**src/rtl/updown_counter_mod.sv**
```systemverilog
// Parametrised up/down counter with load, wrap/saturate, event pulse and sticky overflow.
// Define UDC_CMP_EN to enable the registered compare-match pulse on cmp_match.
module updown_counter_mod #(
  parameter int unsigned     WIDTH   = 8,
  parameter longint unsigned MAX_VAL = (64'd1 << WIDTH) - 64'd1,
  parameter longint unsigned STEP    = 1
) (
  input  logic             clk,
  input  logic             rst,
  input  logic             en,
  input  logic             up,
  input  logic             sat,
  input  logic             load,
  input  logic [WIDTH-1:0] load_val,
  input  logic             clr_flag,
  input  logic [WIDTH-1:0] cmp_val,
  output logic [WIDTH-1:0] count,
  output logic             evt,
  output logic             ovf,
  output logic             cmp_match
);

  localparam logic [WIDTH:0] MAXW = MAX_VAL[WIDTH:0];
  localparam logic [WIDTH:0] STPW = STEP[WIDTH:0];
  localparam logic [WIDTH:0] ONE  = {{WIDTH{1'b0}}, 1'b1};
  localparam logic [WIDTH:0] LIM  = MAXW + ONE;

  logic [WIDTH:0]   cur;
  logic [WIDTH:0]   up_sum;
  logic [WIDTH:0]   nxt_w;
  logic [WIDTH-1:0] nxt;
  logic             nevt;
  logic             unused_msb;

  assign cur        = {1'b0, count};
  assign up_sum     = cur + STPW;
  assign nxt        = nxt_w[WIDTH-1:0];
  assign unused_msb = nxt_w[WIDTH];

  // All arithmetic is WIDTH+1 bits so the wrap compare never sees a truncated sum.
  always_comb begin
    nxt_w = cur;
    nevt  = 1'b0;
    if (load) begin
      nxt_w = ({1'b0, load_val} > MAXW) ? MAXW : {1'b0, load_val};
    end else if (en) begin
      if (up) begin
        if (up_sum <= MAXW) begin
          nxt_w = up_sum;
        end else begin
          nevt  = 1'b1;
          nxt_w = sat ? MAXW : (up_sum - LIM);
        end
      end else begin
        if (cur >= STPW) begin
          nxt_w = cur - STPW;
        end else begin
          nevt  = 1'b1;
          nxt_w = sat ? '0 : (cur + LIM - STPW);
        end
      end
    end
  end

  always_ff @(posedge clk or posedge rst) begin
    if (rst) begin
      count <= '0;
      evt   <= 1'b0;
      ovf   <= 1'b0;
    end else begin
      count <= nxt;
      evt   <= nevt;
      // a wrap on the same edge beats a clear request
      ovf   <= nevt | (ovf & ~clr_flag);
    end
  end

`ifdef UDC_CMP_EN
  always_ff @(posedge clk or posedge rst) begin
    if (rst) cmp_match <= 1'b0;
    else     cmp_match <= (nxt == cmp_val) && (nxt != count);
  end
`else
  logic unused_cmp;
  assign cmp_match  = 1'b0;
  assign unused_cmp = ^cmp_val;
`endif

endmodule

```
**config.mk**
```make
export PLATFORM = sky130hd
export DESIGN_NAME = updown_counter_mod
export DESIGN_NICKNAME = d
export VERILOG_FILES = /design/src/rtl/updown_counter_mod.sv
export SDC_FILE = /design/constraint.sdc
export NUM_CORES = 1
export LEC_CHECK = 0
export CAP_MARGIN = 25
export CORE_MARGIN = 4
export CORE_UTILIZATION = 41
export CTS_CLUSTER_DIAMETER = 200
export DETAILED_ROUTE_END_ITERATION = 16
export PLACE_DENSITY = 0.75
export SYNTH_ARGS = -nofsm -noshare
export SYNTH_HDL_FRONTEND = slang
export SYNTH_SLANG_ARGS = --single-unit
```
**constraint.sdc**
```tcl
create_clock -name clk -period 1.95 [get_ports clk]
set_input_delay 0.39 -clock clk [delete_from_list [all_inputs] [get_ports clk]]
set_output_delay 0.39 -clock clk [all_outputs]
set_load 0.1 [all_outputs]
```
# == Yosys cells after proc, flatten, opt, wreduce, memory -nomap -nowiden ==
# Index checks and enable logic that the tools add are counted.
# classes
n_addsub,5
magnitude_cmp,2
mux,12
bitwise,3
n_reduce_logical,1
# op_table
operator,count
$mux W8,7
$sub A8 B1 Y8 const B,3
$add A8 B1 Y9 const B,1
$le A9 B8 Y1 const B,1
$add A8 B1 Y8 const B,1
$ge A8 B1 Y1 const B,1
$mux W1,5
$reduce_bool A2 Y1,1
$and A1 B1 Y1,1
$not A1 Y1,1
$or A1 B1 Y1,1
# totals
register_bits,10
inputBits,23
wordCells,26

# == Logic depth before layout (Yosys ltp) ==
# Gate-level depths: netlist of run 1.
# depth
depth_word,7
mapped_depth,8

# == Worst setup path before layout of run 1 ==
# No wires, ideal clock.
# synth_path
kind,reg-to-reg
from,reg count[0]
to,reg count[3]
arrival_ns,2.500
slack_ns,-0.654
stages_incl_launch_ff,8
path_buffers,0
synth_period_minus_slack_ns,2.604
cell_sequence,dfrtp_1 inv_1 ha_1 nand2_1 nor4_1 a31o_2 a41oi_1 a221oi_1
# synth_via
elab_chain_cells,7
word_cells_on_any_way,14
classes_between,5 x add/sub; 2 x order compare; 7 x mux
# synth_lines
item,line_no,source
start: declaration,17,"output logic [WIDTH-1:0] count,"
start signal: assignment,71,count <= nxt;
$add A8 B1 Y8 / $add A8 B1 Y9 (equally long branches),"59, 36",
"$sub A8 B1 Y8, on equally long branches","59, 52",
"$mux W8, on equally long branches","59, 52",
"$mux W8, on equally long branches","55, 48",
$mux W8 *,47,if (up) begin
$mux W8 *,46,end else if (en) begin
$mux W8 *,44,if (load) begin
# Every way passes the cells marked *; elsewhere a longest branch is shown, timed or not. The select of a mux whose other input is x is not followed.
# A chain may end at the register's enable or synchronous reset.

# == Worst setup path in the final report of run 1 ==
# layout_path
from,reg count[4]
to,reg count[0]
# layout_via
elab_chain_cells,6
word_cells_on_any_way,8
classes_between,1 x add/sub; 2 x order compare; 5 x mux
# layout_lines
item,line_no,source
$add A8 B1 Y9,36,assign up_sum = cur + STPW;
$le A9 B8 Y1,48,if (up_sum <= MAXW) begin
$mux W8,48,
$mux W8 *,47,
$mux W8 *,46,
$mux W8 *,44,
# Marked as above.

==> flow_metrics.tcl, run 1 <==
set metrics [dict create \
    grtUsageTotal_pct 20.31 \
    synth_compound_area_share_pct 26.63 \
    synth_top_family_by_area "simple AND/OR/NAND/NOR gates" \
    cp_num_buf_inv 1 \
    wl_um 3435 \
    fmax_ghz 0.5125 \
    hold_violations 0 \
    pin_count 34 \
    vias 1198 \
    via_per_inst 5.873 \
    powerDensity_nw_per_um2 649.0 \
    slew_viol_final 0 \
    fin_worst_skew_ns 0.002528 \
    drtIter0Drc 62 \
    drive_gt1_share_pct 45.45 \
    r2r_slack_ns -0.001 \
    arrival_ns 2.12 \
    outcome "finished with violations" \
    syn_area_um2 1020 \
    ys_ff_latch 10 \
    final_cell_mix "25 x buf_4, 14 x clkdlybuf4s50_1, 11 x nand2_1" \
    path_class "reg -> reg" \
    grt_pass1_vias 1170 \
    startpoint_type "flip-flop" \
    crit_chain "or4_4 -> buf_6 -> o311ai_2 -> o21a_1 -> o21ai_1 -> a31o_1" \
    layout_commonest_cell "buf_4" \
    setup_viol 1 \
    ys_types 42 \
    placed_cells 196 \
    finalNetCount 204 \
    drt_first_pass_iters 4 \
    ant_nets 0 \
    grt_start_max_net_pins 18 \
    post_drt_wl_per_cell_um 16.84 \
    hold_path.class "in -> async" \
    ir_worst_vdd_uv 487.7 \
    cts_buffer_depth 2 \
    ys_seq_area_share_pct 24.54 \
    synth_cells 133 \
    reg2reg_depth 6 \
    yosys_warnings 0 \
    antenna_found_initial 0 \
    muxShareOfSynthArea_pct 0 \
    grt_pass1_wl_um 5409 \
    crit_cells 6 \
    fin_ws_ns -0.001302 \
    clock_sinks 10 \
    place_hpwl_um 2444 \
    grt-ovfl-total 0 \
    fin_cells 204 \
    die_area_um2 3349 \
    avgSynthCellArea_um2 7.667 \
    cp_max_fo 4 \
    path_delay_family "compound AO/OA/AOI/OAI gates" \
    die_y_um 57.87 \
    portBuffers 24 \
    core-area_um2 2297 \
    antenna_cells 0 \
    cts_tree "done" \
    cts_buffers 3 \
    violations "negative setup slack" \
    cp.required_ns 2.12 \
    yosys.area_share.simple_pct 27.73 \
    syn_to_final_growth_pct 67.98 \
    insertion_delay_ns 0.27 \
    fin_crit_sh_pct 100.1 \
    r2r_start "count[4]$_DFFE_PP0P_" \
    syn-num-nets 160 \
    drc 0 \
    gp_congestion 0.9182 \
    clkTransAtPathRegs_ns 0.08 \
    crit_path_top_delay_cell "or4_4" \
    crit_path_end "count[0]$_DFFE_PP0P_" \
    r2r-end "count[0]$_DFFE_PP0P_" \
    power.leakage_nw 0.7042 \
    place_ws_ns -0.2243 \
    critPathMaxStageDelay_ns 0.57 \
    die_x_um 57.87 \
    hold_buffers 0 \
    startpoint "count[4]$_DFFE_PP0P_" \
    period_minus_slack_ns 1.951 \
    start_util_pct 44.39 \
    cp-end-kind "flip-flop" \
    rsz0062_at_grt "true" \
    synthXorXnorAreaFrac_pct 4.294 \
    row_count 17 \
    drv_cap 0 \
    htreeDepth 1 \
    synthAdderAreaFrac_pct 4.908 \
    cts-root-buf "clkbuf_4" \
]
[registers in the layout, indices dropped and copies added, names as in the netlist]
register  count
evt           1
count         8
ovf           1
[cell families (layout without fill, tap and decap cells)]
| family | after synthesis | in the layout |
|---|---|---|
| xor gates and xnor gates | 5 | 5 |
| adders and majority gates | 4 | 4 |
| DFF | 10 | 10 |
| other | 1 | 1 |
| AOI/OAI and AO/OA | 35 | 35 |
| and+or+nand+nor | 54 | 54 |
| buffers and inverters | 24 | 67 |
[synth_stat cells (all sizes together)]
library cell	instances	share of area [%]
nand4	1	0.61
dfrtp	10	25
o211ai	1	0.74
xnor2	3	2.6
nor2	9	3.3
a311o	1	0.98
or4	4	3.7
o22ai	2	1.2
a31oi	1	0.61
a31o	3	2.6
a21oi	2	0.98
xor2	2	1.7
clkbuf	7	2.6
a2bb2oi	3	3.2
o41ai	1	2.7
o21a	2	1.5
o311ai	1	0.86
conb	1	0.37
a221oi	4	3.4
nor4	2	1.2
nand2b	4	2.5
nor3	8	3.9
buf	6	4.9
and3	2	1.2
a41oi	1	0.86
ha	4	4.9
o21ai	11	5.4
nor2b	1	0.61
a211oi	1	0.74
o221ai	1	0.86
or4b	2	2.0
nand2	13	4.8
nand3	8	3.9
inv	11	4.0
[through the flow]
step                      hold slack (ns)  area, µm²   TNS [ns]  power (W)  util [%]
after CTS                          0.4321       1607    -0.1077   0.001052     69.93
final                              0.4173       1713  -0.001302   0.001112     74.56
after floorplan                    0.2302       1077     -1.379  0.0006488         -
after global placement             0.5315       1524    -0.7927  0.0008597     66.34
after global routing               0.4618       1713    -0.3008   0.001159     74.56
after detailed placement           0.5713       1524     -1.218  0.0008766     66.34
[how the worst min path moves through the flow]
stage                                       to  slack, ns  depth (start not counted)
after floorplan                  evt$_DFF_PP0_       0.23                          1
after global placement           ovf$_DFF_PP0_       0.53                          2
after detailed placement         ovf$_DFF_PP0_       0.57                          2
final                     count[3]$_DFFE_PP0P_       0.42                          2
after global routing      count[4]$_DFFE_PP0P_       0.46                          2
after CTS                 count[6]$_DFFE_PP0P_       0.43                          2
[layer usage]
metal / GRT usage, % / up-vias / wire length [µm]
met3: 3.118 / 8 / 236
met2: 36.13 / 61 / 1777
met5: 0 / - / 0
li1: - / 565 / -
met4: 5.960 / 0 / 50
met1: 25.10 / 564 / 1371
[power breakdown]
group          internal [W]  switching [W]  leakage [nW]
sequential         0.000239      0.0000213         0.114
combinational      0.000288       0.000398         0.575
clock             0.0000791      0.0000859        0.0150
total              0.000606       0.000506         0.704
[what timing repair did]
action | CTS | global route
setup endpoints to repair | 6 | 9
pin swaps | 4 | 8
setup buffers | 3 | 1
gates resized for setup | 7 | 25
[area by class of cell]
cell class              count  area [µm²]
flip-flops and latches     10       275.3
inverters                  11       46.29
repair buffers             52       544.3
fillers                   180       584.3
multi-input cells          99       785.8
clock buffers               4       26.28
well taps                  28       35.03
No activity file was read; power rests on OpenSTA's default activity.
==> run 2: changes to the inputs <==
CELL_PAD_IN_SITES_DETAIL_PLACEMENT = 0   (was default)
CELL_PAD_IN_SITES_GLOBAL_PLACEMENT = 1   (was default)
CORE_UTILIZATION = 29   (was 41)
==> flow_metrics.tcl, run 2 (same netlist as run 1, synthesis figures left out) <==
set metrics [dict create \
    outcome "finished with violations" \
    violations "negative setup slack" \
    drtIter0Drc 69 \
    gp_congestion 0.8574 \
    drive_gt1_share_pct 35.71 \
    ant_nets 0 \
    grtUsageTotal_pct 14.50 \
    slew_viol_final 0 \
    clock_sinks 10 \
    grt_pass1_wl_um 5057 \
    htreeDepth 1 \
    antenna_cells 0 \
    fin_ws_ns -0.01840 \
    setup_viol 1 \
    finalNetCount 196 \
    cp_max_fo 7 \
    crit_path_end "count[2]$_DFFE_PP0P_" \
    grt-ovfl-total 0 \
    ir_worst_vdd_uv 353.0 \
    cts_buffer_depth 2 \
    combPwrFrac_pct 60.5 \
    r2r-end "count[2]$_DFFE_PP0P_" \
    p_sw_share_pct 45.36 \
    die_x_um 67.30 \
    hold_slack_ns 0.3900 \
    p_seq_share_pct 24.7 \
    r2r_slack_ns -0.02 \
    startpoint "count[4]$_DFFE_PP0P_" \
    start_util_pct 30.32 \
    fin_area_um2 1613 \
    wl_um 3103 \
    die_area_um2 4529 \
    layout_commonest_cell "buf_4" \
    p_clk_share_pct 14.8 \
    drt_first_pass_iters 4 \
    drc 0 \
    largest_register "count" \
    hold_buffers 0 \
    r2r_start "count[4]$_DFFE_PP0P_" \
    vias 1106 \
    fmax_ghz 0.5080 \
    clkTransAtPathRegs_ns 0.07 \
    portBuffers 24 \
    core-area_um2 3363 \
    drv_cap 0 \
    arrival_ns 2.12 \
    post_dp_cell_area_um2 1516 \
    grt_pass1_vias 1085 \
    power.switching_w 0.0004757 \
    antenna_found_initial 0 \
    grt_start_max_net_pins 18 \
    largestRegisters "count: 8 flops, evt: 1 flops, ovf: 1 flops" \
    place_ws_ns -0.2595 \
    cts-root-buf "clkbuf_4" \
    powerDensity_nw_per_um2 650.2 \
    cp-end-kind "flip-flop" \
    die_y_um 67.30 \
    row_count 21 \
    pin_count 34 \
    fin_worst_skew_ns 0.01286 \
    largest_reg_flops 8 \
    cts_setup_buffers 0 \
    final_cell_mix "22 x buf_4, 14 x clkdlybuf4s50_1, 13 x nand2_1" \
    via_per_inst 5.168 \
    hold_violations 0 \
    reg2reg_depth 4 \
    period_minus_slack_ns 1.968 \
    place_hpwl_um 2383 \
    insertion_delay_ns 0.28 \
    cp.required_ns 2.10 \
    fin_crit_sh_pct 100.9 \
    cts_tree "done" \
    cts_buffers 3 \
    syn_to_final_growth_pct 58.16 \
    nFillCells 351 \
    path_class "reg -> reg" \
    rsz0062_at_grt "true" \
    p_int_w 0.0005729 \
    power.leakage_nw 0.6446 \
    hold_path.class "in -> async" \
    startpoint_type "flip-flop" \
    p_total_w 0.001049 \
    post_drt_wl_per_cell_um 14.50 \
]
==> run 2: timing repair <==
action | in CTS | in global routing
cloned | 0 | 0
resized for setup | 3 | 8
pin swaps | 1 | 1
setup endpoints to repair | 5 | 6
==> run 2: layout make-up <==
type / count / area (µm²) / area share, %
clock buffers: 4 / 26.28 / 1.629
multi-input cells: 99 / 742.0 / 46.00
well taps: 46 / 57.56 / 3.569
inverters: 11 / 46.29 / 2.870
repair buffers: 44 / 465.4 / 28.86
flip-flops and latches: 10 / 275.3 / 17.07
==> run 2: worst min path at each step <==
stage                   from                    to  slack (ns)  cells after the start
3_3_place_gp   ovf$_DFF_PP0_         ovf$_DFF_PP0_        0.53                      2
6_report                 rst  count[5]$_DFFE_PP0P_        0.39                      2
2_1_floorplan            rst         evt$_DFF_PP0_        0.23                      1
5_1_grt                  rst  count[5]$_DFFE_PP0P_        0.40                      2
4_1_cts                  rst  count[5]$_DFFE_PP0P_        0.40                      2
3_5_place_dp   ovf$_DFF_PP0_         ovf$_DFF_PP0_        0.55                      2
==> run 2: layer usage <==
layer	vias up	routed length, µm	global-route usage [%]
li1	551	-	-
met1	509	1334	19.98
met2	44	1536	22.70
met3	2	218	4.326
met4	0	14	2.278
met5	-	0	0
==> run 2: power by group through the flow <==
stage	Combinational (W)	Sequential (W)	Clock, W
2_1_floorplan	0.000227	0.000422	0
3_3_place_gp	0.000602	0.000262	0
3_5_place_dp	0.000605	0.000262	0
4_1_cts	0.000612	0.000258	0.000157
5_1_grt	0.000675	0.000262	0.000169
6_report	0.000634	0.000259	0.000155
==> run 2: worst max-delay path, cell delays in order, from the launching register on <==
cell      delay [ns]
dfrtp_4         0.49
or4_4           0.62
o41ai_4         0.37
o221ai_1        0.16
a31o_1          0.21
==> run 2: metrics by stage <==
stage          utilization (%)  setup TNS (ns)  instances
3_3_place_gp             45.09          -1.121        210
4_1_cts                  46.28        -0.03399        214
3_5_place_dp             45.09          -1.300        210
5_1_grt                  47.95         -0.1998        214
2_1_floorplan                -          -1.379        133
6_report                 47.95        -0.01840        214
